===== src/rtl/bip_debug_unit_if.sv =====
// Bus between bip_debug_unit and its environment (UART FIFOs and the BIP core).
// Compile-time option: BIP_DBG_CHECKSUM_EN (consumed by bip_debug_unit only).
//
// Signals:
//   rx_data   : head byte of the UART RX FIFO, valid whenever rx_empty=0
//   rx_empty  : RX FIFO empty
//   rd_uart   : pop RX FIFO head this cycle
//   tx_data   : byte to the UART TX FIFO
//   wr_uart   : push tx_data into the TX FIFO this cycle
//   tx_full   : TX FIFO full
//   bip_halt  : processor decoded HALT (level)
//   acc_in    : current accumulator value
//   pc_in     : current program counter
//   start_bip : processor run enable
// Modports: master = debug unit side, slave = UART/processor side.
interface bip_debug_unit_if #(
  parameter int unsigned AB = 11,
  parameter int unsigned DB = 16
) ();
  logic [7:0]    rx_data;
  logic          rx_empty;
  logic          rd_uart;
  logic [7:0]    tx_data;
  logic          wr_uart;
  logic          tx_full;
  logic          bip_halt;
  logic [DB-1:0] acc_in;
  logic [AB-1:0] pc_in;
  logic          start_bip;

  modport master (
    input  rx_data, rx_empty, tx_full, bip_halt, acc_in, pc_in,
    output rd_uart, tx_data, wr_uart, start_bip
  );

  modport slave (
    output rx_data, rx_empty, tx_full, bip_halt, acc_in, pc_in,
    input  rd_uart, tx_data, wr_uart, start_bip
  );
endinterface


===== src/rtl/bip_debug_unit.sv =====
// Debug sequencer between the UART and the BIP processor. Waits for a start
// command byte on the RX FIFO, runs the processor while counting its cycles,
// and on HALT streams {acc, pc, cycle count} as a byte frame (MSB byte first
// per field, each field zero-extended to whole bytes) into the TX FIFO.
//
// Optional feature macro: BIP_DBG_CHECKSUM_EN -- when defined, one extra byte
// holding the XOR of all frame bytes is appended to the frame.
//
// Ports:
//   i_clk   : system clock
//   i_reset : synchronous, active-high reset
//   io_dbg  : bip_debug_unit_if.master (UART FIFO handshakes, BIP control/state)
//   o_busy  : high while running the processor or sending the frame
module bip_debug_unit #(
  parameter int unsigned AB         = 11,
  parameter int unsigned DB         = 16,
  parameter int unsigned CW         = 16,
  parameter logic [7:0]  START_BYTE = 8'h53
) (
  input  logic               i_clk,
  input  logic               i_reset,
  bip_debug_unit_if.master   io_dbg,
  output logic               o_busy
);

  localparam int unsigned NA = (DB + 7) / 8;
  localparam int unsigned NP = (AB + 7) / 8;
  localparam int unsigned NC = (CW + 7) / 8;
  localparam int unsigned N  = NA + NP + NC;
`ifdef BIP_DBG_CHECKSUM_EN
  localparam int unsigned LEN = N + 1;
`else
  localparam int unsigned LEN = N;
`endif
  localparam int unsigned IW = $clog2(LEN + 1);

  typedef enum logic [1:0] {StIdle, StRun, StSend} state_e;

  state_e        r_state, w_state_next;
  logic [CW-1:0] r_cnt;
  logic [DB-1:0] r_acc;
  logic [AB-1:0] r_pc;
  logic [IW-1:0] r_idx;

  logic [NA*8-1:0] w_acc_ext;
  logic [NP*8-1:0] w_pc_ext;
  logic [NC*8-1:0] w_cnt_ext;
  logic [N*8-1:0]  w_frame;
  logic [7:0]      w_sel;
  logic            w_rd, w_wr, w_start, w_busy;
  logic [7:0]      w_tx;

  always_comb begin
    w_acc_ext = '0;
    w_pc_ext  = '0;
    w_cnt_ext = '0;
    w_acc_ext[DB-1:0] = r_acc;
    w_pc_ext[AB-1:0]  = r_pc;
    w_cnt_ext[CW-1:0] = r_cnt;
  end

  // Byte 0 of the frame sits in the top byte of w_frame.
  assign w_frame = {w_acc_ext, w_pc_ext, w_cnt_ext};

`ifdef BIP_DBG_CHECKSUM_EN
  logic [7:0] w_csum;
  always_comb begin
    w_csum = '0;
    for (int unsigned k = 0; k < N; k++) begin
      w_csum = w_csum ^ w_frame[k*8 +: 8];
    end
  end
`endif

  always_comb begin
    w_sel = '0;
    for (int unsigned k = 0; k < N; k++) begin
      if (r_idx == IW'(k)) w_sel = w_frame[(N-1-k)*8 +: 8];
    end
`ifdef BIP_DBG_CHECKSUM_EN
    if (r_idx == IW'(N)) w_sel = w_csum;
`endif
  end

  always_comb begin
    w_state_next = r_state;
    w_rd         = 1'b0;
    w_wr         = 1'b0;
    w_start      = 1'b0;
    w_busy       = 1'b0;
    w_tx         = 8'h00;
    case (r_state)
      StIdle: begin
        // Every byte is consumed; only the start command leaves IDLE.
        w_rd = !io_dbg.rx_empty;
        if (!io_dbg.rx_empty && io_dbg.rx_data == START_BYTE) w_state_next = StRun;
      end
      StRun: begin
        w_start = 1'b1;
        w_busy  = 1'b1;
        if (io_dbg.bip_halt) w_state_next = StSend;
      end
      StSend: begin
        w_busy = 1'b1;
        w_tx   = w_sel;
        w_wr   = !io_dbg.tx_full;
        if (w_wr && r_idx == IW'(LEN - 1)) w_state_next = StIdle;
      end
      default: w_state_next = StIdle;
    endcase
  end

  always_ff @(posedge i_clk) begin
    if (i_reset) begin
      r_state <= StIdle;
      r_cnt   <= '0;
      r_acc   <= '0;
      r_pc    <= '0;
      r_idx   <= '0;
    end else begin
      r_state <= w_state_next;
      case (r_state)
        StIdle: begin
          if (w_state_next == StRun) r_cnt <= '0;
        end
        StRun: begin
          if (io_dbg.bip_halt) begin
            // Counter is frozen from here on and doubles as the frame field.
            r_acc <= io_dbg.acc_in;
            r_pc  <= io_dbg.pc_in;
            r_idx <= '0;
          end else if (r_cnt != '1) begin
            r_cnt <= r_cnt + CW'(1);
          end
        end
        StSend: begin
          if (w_wr) r_idx <= r_idx + IW'(1);
        end
        default: ;
      endcase
    end
  end

  assign io_dbg.rd_uart   = w_rd;
  assign io_dbg.wr_uart   = w_wr;
  assign io_dbg.tx_data   = w_tx;
  assign io_dbg.start_bip = w_start;
  assign o_busy           = w_busy;

endmodule


===== src/flat_wrapper.sv =====
// flat-port wrapper written by rule: the top's interface ports become plain ports
module bip_debug_unit_flat 
#(
  parameter int unsigned AB         = 11,
  parameter int unsigned DB         = 16,
  parameter int unsigned CW         = 16,
  parameter logic [7:0]  START_BYTE = 8'h53
)
  (i_clk, i_reset, o_busy, io_dbg_rx_data, io_dbg_rx_empty, io_dbg_tx_full, io_dbg_bip_halt, io_dbg_acc_in, io_dbg_pc_in, io_dbg_rd_uart, io_dbg_tx_data, io_dbg_wr_uart, io_dbg_start_bip);
  bip_debug_unit_if #(.AB(AB), .DB(DB)) io_dbg_i ();
  input  logic i_clk;
  input  logic i_reset;
  output logic o_busy;
  input wire logic [$bits(io_dbg_i.rx_data)-1:0] io_dbg_rx_data;
  input wire logic [$bits(io_dbg_i.rx_empty)-1:0] io_dbg_rx_empty;
  input wire logic [$bits(io_dbg_i.tx_full)-1:0] io_dbg_tx_full;
  input wire logic [$bits(io_dbg_i.bip_halt)-1:0] io_dbg_bip_halt;
  input wire logic [$bits(io_dbg_i.acc_in)-1:0] io_dbg_acc_in;
  input wire logic [$bits(io_dbg_i.pc_in)-1:0] io_dbg_pc_in;
  output wire logic [$bits(io_dbg_i.rd_uart)-1:0] io_dbg_rd_uart;
  output wire logic [$bits(io_dbg_i.tx_data)-1:0] io_dbg_tx_data;
  output wire logic [$bits(io_dbg_i.wr_uart)-1:0] io_dbg_wr_uart;
  output wire logic [$bits(io_dbg_i.start_bip)-1:0] io_dbg_start_bip;
  assign io_dbg_i.rx_data = io_dbg_rx_data;
  assign io_dbg_i.rx_empty = io_dbg_rx_empty;
  assign io_dbg_i.tx_full = io_dbg_tx_full;
  assign io_dbg_i.bip_halt = io_dbg_bip_halt;
  assign io_dbg_i.acc_in = io_dbg_acc_in;
  assign io_dbg_i.pc_in = io_dbg_pc_in;
  assign io_dbg_rd_uart = io_dbg_i.rd_uart;
  assign io_dbg_tx_data = io_dbg_i.tx_data;
  assign io_dbg_wr_uart = io_dbg_i.wr_uart;
  assign io_dbg_start_bip = io_dbg_i.start_bip;
  bip_debug_unit #(.AB(AB), .DB(DB), .CW(CW), .START_BYTE(START_BYTE)) u_core (.i_clk(i_clk), .i_reset(i_reset), .io_dbg(io_dbg_i), .o_busy(o_busy));
endmodule

===== config.mk =====
export PLATFORM = sky130hd
export DESIGN_NAME = bip_debug_unit_flat
export DESIGN_NICKNAME = d
export VERILOG_FILES = /design/src/rtl/bip_debug_unit_if.sv /design/src/rtl/bip_debug_unit.sv /design/src/flat_wrapper.sv
export SDC_FILE = /design/constraint.sdc
export NUM_CORES = 1
export LEC_CHECK = 0
export BUFFER_PORTS_ARGS = -buffer_cell sky130_fd_sc_hd__buf_2
export CORE_UTILIZATION = 55
export CTS_CLUSTER_DIAMETER = 30
export CTS_CLUSTER_SIZE = 10
export DETAILED_ROUTE_END_ITERATION = 6
export GPL_TIMING_DRIVEN = 0
export HOLD_SLACK_MARGIN = 0.06
export PLACE_DENSITY_LB_ADDON = 0.3
export REMOVE_ABC_BUFFERS = 1
export SYNTH_ARGS = -nofsm -noshare
export SYNTH_HDL_FRONTEND = slang
export SYNTH_SLANG_ARGS = --single-unit

===== constraint.sdc =====
create_clock -name i_clk -period 2.7 [get_ports i_clk]
set_input_delay 0.54 -clock i_clk [delete_from_list [all_inputs] [get_ports i_clk]]
set_output_delay 0.54 -clock i_clk [all_outputs]
set_load 0.1 [all_outputs]

After elaboration in Yosys (flattened, before gate mapping)
Cells that the tools add are included.
W data, S select, Z words.
{ "totals": {"in_bits": 40, "register_bits": 48} }
{ "op_classes": {"addsub": 2, "reduce_logical": 12, "n_mux": 22, "eq_ne": 15} }
{ "op_table": {"columns": ["op", "count"], "rows": [
  ["$mux W8", 7],
  ["$mux W16", 3],
  ["$pmux W16 S2", 1],
  ["$add A16 B1 Y16 const B", 1],
  ["$ne A16 B16 Y1 const B", 1],
  ["$eq A8 B7 Y1 const B", 1],
  ["$eq A3 B2 Y1 const B", 2],
  ["$eq A3 B3 Y1 const B", 2],
  ["$mux W2", 3],
  ["$mux W3", 2],
  ["$ne A2 B2 Y1 const B", 3],
  ["$pmux W2 S3", 1],
  ["$pmux W3 S2", 1],
  ["$eq A2 B1 Y1 const B", 2],
  ["$mux W1", 4],
  ["$ne A2 B1 Y1 const B", 2],
  ["$reduce_and A4 Y1", 1],
  ["$reduce_bool A2 Y1", 2],
  ["$add A3 B1 Y3 const B", 1],
  ["$eq A3 B1 Y1 const B", 1],
  ["$logic_not A3 Y1", 1],
  ["$reduce_and A3 Y1", 1],
  ["$eq A2 B2 Y1 const B", 1],
  ["$logic_and A1 B1 Y1", 2],
  ["other kinds (4)", 5]
]} }

Depth between registers and ports, before layout
{ "depth": {"word_depth": 8, "mapped_depth": 10} }

Worst setup path before layout
OpenSTA, ideal clock, no wires.
{ "synth_timing": {"path_type": "register -> output", "from": "register u_core.r_idx[0]", "to": "output io_dbg_tx_data[2]", "path_slack_ps": -1240, "n_path_buf": 1, "arrival_time_ps": 3400, "stages_incl_launch_ff": 10, "cell_sequence": "dfxtp_1 inv_1 ha_1 buf_1 nand3b_1 a21oi_1 a21oi_1 nor2_1 a21oi_1 o21ai_0"} }
{ "synth_between": {"elab_chain_cells": 8} }
{ "synth_rtl": {"columns": ["item", "line", "text"], "rows": [
  ["start: declaration", "bip_debug_unit.sv:43", "logic [IW-1:0] r_idx;"],
  ["start signal: assignment", "bip_debug_unit.sv:137", "if (w_wr) r_idx <= r_idx + IW'(1);"],
  ["$logic_not A3 Y1", "bip_debug_unit.sv:78", "if (r_idx == IW'(k)) w_sel = w_frame[(N-1-k)*8 +: 8];"],
  ["$mux W8 (5 in series)", "bip_debug_unit.sv:78", null],
  ["$mux W8 (*)", "bip_debug_unit.sv:78", null],
  ["$mux W8 (*)", "bip_debug_unit.sv:92", "case (r_state)"],
  ["end: declaration", "flat_wrapper.sv:21", "output wire logic [$bits(io_dbg_i.tx_data)-1:0] io_dbg_tx_data;"]
]} }
Every way passes the cells marked *; elsewhere a longest branch is shown, timed or not.

Final worst setup path
{ "layout_timing": {"from": "register u_core.r_idx[1]", "to": "output io_dbg_tx_data[7]"} }
Same word-level chain as after synthesis.

==> metrics.yaml <==
clock_network:
  htreeDepth: 2
  clock-sinks: 48
  root_buffer: "clkbuf_8"
  insertion_delay_ps: 310
  cts_made_buffers: 5
  cts.clk_slew.worst_paths_ps: 100
  hold_buffers: 0
  clockBufferDepth: 2
  cts_tree: "done"
global_route:
  grt_first_pass_wirelength_um: 11270
  globalRouteTotalUtil_pct: 27.19
  grt-ovfl-total: 0
  grt_max_degree: 45
  grt_pass1_vias: 2555
  grt_antenna_before_repair: 0
die:
  initial_core_util_pct: 57.35
  ios: 52
  die_area_um2: 5210
  core_area_um2: 4723
  fp.dieW_um: 72.18
  rows: 25
  die_h_um: 72.18
timing:
  tightest_slew_ps: 813.4
  setup-tns-final_ps: -243.4
  setup_slack_ps: -108.8
  whs_ps: 450.1
  fin_skew_ps: 13.39
  rsz0062_at_grt: "true"
  min_period_ps: 2809
  fin_crit_sh_pct: 104.0
  max_freq_mhz: 356.0
  report.final.setup_viol: 5
  slew_viol_final: 0
  relSlewSlack_pct: 45.78
  hold_viol: 0
cells_and_area:
  syn2layout_area_growth_pct: 22.08
  drive_above_1_share_pct: 21.80
  utilization_pct: 70.01
  fin_nets: 471
  nFillCells: 398
  fin_cells: 489
  n_antenna_cell: 0
route:
  via_per_inst: 5.820
  drt_iter0_drc: 263
  dr.pass1.iters: 5
  route.detailed.drc: 0
  vias: 2846
  wl_um: 7058
  wire_per_inst_um: 14.43
  postRouteAntennaNets: 0
setup_path:
  rrSetupSlack_ps: 270
  timing.rr.end: "u_core.r_cnt[12]$_SDFFE_PP0P_"
  path_cells: "ha_4 -> ha_4 -> or3_4 -> a21oi_2 -> a21oi_2 -> a21oi_2 -> a21oi_1 -> nor2b_1 -> buf_6"
  criticalPathCategory: "reg -> out"
  path_common_cell: "a21oi_2"
  cpPeakStageDelay_ps: 410
  critPathRequiredTime_ps: 2160
  crit_path_max_fanout: 5
  cp_slowest_cell: "or3_4"
  crit_arrival_ps: 2270
  ff2ff_path_depth: 8
  endpoint_kind: "primary output"
  r2r_start: "u_core.r_state[1]$_SDFF_PP0_"
  cp-start-kind: "flop"
synthesis:
  synth_top_cell_area_share_pct: 35.47
  synth_cell_type_count: 43
  ys.flop_type: "dfxtp_1"
  yosys_warnings: 0
  synth_edf_count: 0
  synth_cells: 377
  synth_top_area_cell: "dfxtp_1"
  yosysSeqAreaShare_pct: 35.47
  async_reset_ff_share_pct: 0
  synth.top_cells.by_area: "dfxtp_1 (35%), a21oi_1 (14%), nand2_1 (12%)"
  synth_area_per_cell_um2: 7.185
  yosys_register_bits: 48
  synth.cell_area_um2: 2709
pwr:
  p_leak_uw: 0.001154
  pwr_density_cell_nw_per_um2: 400.4
  ir_drop_uv: 213.6
  total_power_uw: 1324
status:
  status: "complete, but fails checks"
  violations: "setup timing"
flow_run:
  cap_violations: 0
place:
  place_congestion: 0.9058
  dp_hpwl_um: 4527
  port_buffers: 51
  dp.cells: 475
min_path:
  worstHoldPathCells: 3
  whs_endpoint: "u_core.r_pc[6]$_SDFFE_PP0P_"
  worstHoldPathType: "in -> reg"
  hp-start: "io_dbg_pc_in[6]"
==> cells by family (layout without fill, tap and decap cells) <==
kind of cell,count (synthesis),after routing,share of synthesized area [%]
compound gates,129,129,27.44
buf+inv,30,75,4.434
simple gates,160,160,28.04
flops,48,48,35.47
fa+ha+maj,10,10,4.619
==> where the power goes <==
group	internal (uW)	switching (uW)	total [uW]	leakage [uW]
sequential	706	0.246	706	0.000389
clock	303	258	561	0.0000614
combinational	25.1	31.9	57.0	0.000704
total	1030	290	1320	0.00115
==> routing by layer <==
| layer | vias to the layer above | GRT usage, % | wire, um |
|---|---|---|---|
| li1 | 1414 | - | - |
| met1 | 1332 | 34.40 | 3030 |
| met2 | 91 | 46.11 | 3519 |
| met3 | 9 | 5.417 | 399 |
| met4 | 0 | 9.368 | 109 |
| met5 | - | 0 | 0 |
==> state kept, by name (all words and copies together), names as in the netlist <==
name,count
u_core.r_pc,11
u_core.r_state,2
u_core.r_acc,16
u_core.r_cnt,16
u_core.r_idx,3
==> cells in the mapped netlist (all sizes together) (2+ instances only) <==
cell and instances:
nand2 84, a21oi 77, dfxtp 48, o21ai 24
nor2 22, clkbuf 15, nor2b 11, ha 10
inv 10, nand3b 8, o31ai 8, nand3 6
buf 5, a31oi 4, and2 4, nand4 4
nor3 4, a211oi 3, and4 3, nand2b 3
nor3b 3, a211o 2, a21o 2, a41oi 2
==> how the worst max path moves through the flow <==
stage,start,end,cells past startpoint
after floorplan,u_core.r_idx[1]$_SDFFE_PP0P_,io_dbg_tx_data[2],8
final,u_core.r_idx[1]$_SDFFE_PP0P_,io_dbg_tx_data[7],9
after global placement,u_core.r_state[0]$_SDFF_PP0_,u_core.r_cnt[9]$_SDFFE_PP0P_,7
after global routing,u_core.r_idx[0]$_SDFFE_PP0P_,io_dbg_tx_data[7],9
after CTS,u_core.r_idx[0]$_SDFFE_PP0P_,io_dbg_tx_data[7],9
after detailed placement,u_core.r_state[1]$_SDFF_PP0_,u_core.r_cnt[15]$_SDFFE_PP0P_,8
==> per-stage QoR <==
step | worst slack (ps) | area (um2)
6_report | -108.8 | 3307
3_3_place_gp | -333.9 | 2965
2_1_floorplan | -1252 | 2626
5_1_grt | -155.9 | 3307
4_1_cts | -93.35 | 3213
3_5_place_dp | -489.1 | 2965
==> cell type report <==
type	instances	area [um2]	share of cell area (%)
clock inverters	2	38.79	1.173
inverters	10	37.54	1.135
multi-input cells	299	1735	52.48
clock buffers	6	82.58	2.497
flip-flops and latches	48	969.7	29.32
well taps	67	83.83	2.535
repair buffers	57	359.1	10.86
==> layout by cell type (no fill, tap or decap), types with 2 or more instances in the layout <==
| cell type | n |
|---|---|
| nand2_1 | 83 |
| a21oi_1 | 70 |
| dfxtp_1 | 45 |
| buf_2 | 43 |
| o21ai_0 | 22 |
| nor2_1 | 22 |
| nor2b_1 | 11 |
| inv_1 | 9 |
| nand3b_1 | 8 |
| o31ai_1 | 8 |
| clkbuf_8 | 8 |
| a21oi_2 | 7 |
| buf_6 | 7 |
| nand3_1 | 6 |
| ha_4 | 5 |
| buf_4 | 5 |
| nand4_1 | 4 |
| a31oi_1 | 4 |
| nor3_1 | 4 |
| ha_1 | 4 |
| nor3b_1 | 3 |
| and4_1 | 3 |
| nand2b_1 | 3 |
| o21ai_1 | 2 |
| a211o_1 | 2 |
| and2_2 | 2 |
| a211oi_2 | 2 |
| a21o_1 | 2 |
| dfxtp_4 | 2 |
==> repair_timing <==
item                                    4_1_cts  5_1_grt
cloned                                        0        0
endpoints found under the setup margin       24       15
pin swaps                                     3        4
buffers inserted                              3        3
resized for setup                            32       19
==> critical path, delay by kind of cell, from the launching register on <==
family | cells | cell delay (ps)
AOI/OAI and AO/OA | 4 | 420
and+or+nand+nor | 2 | 600
buffers and inverters | 1 | 250
DFF | 1 | 370
adders and majority gates | 2 | 320
Power figures use the tool's default switching activity.
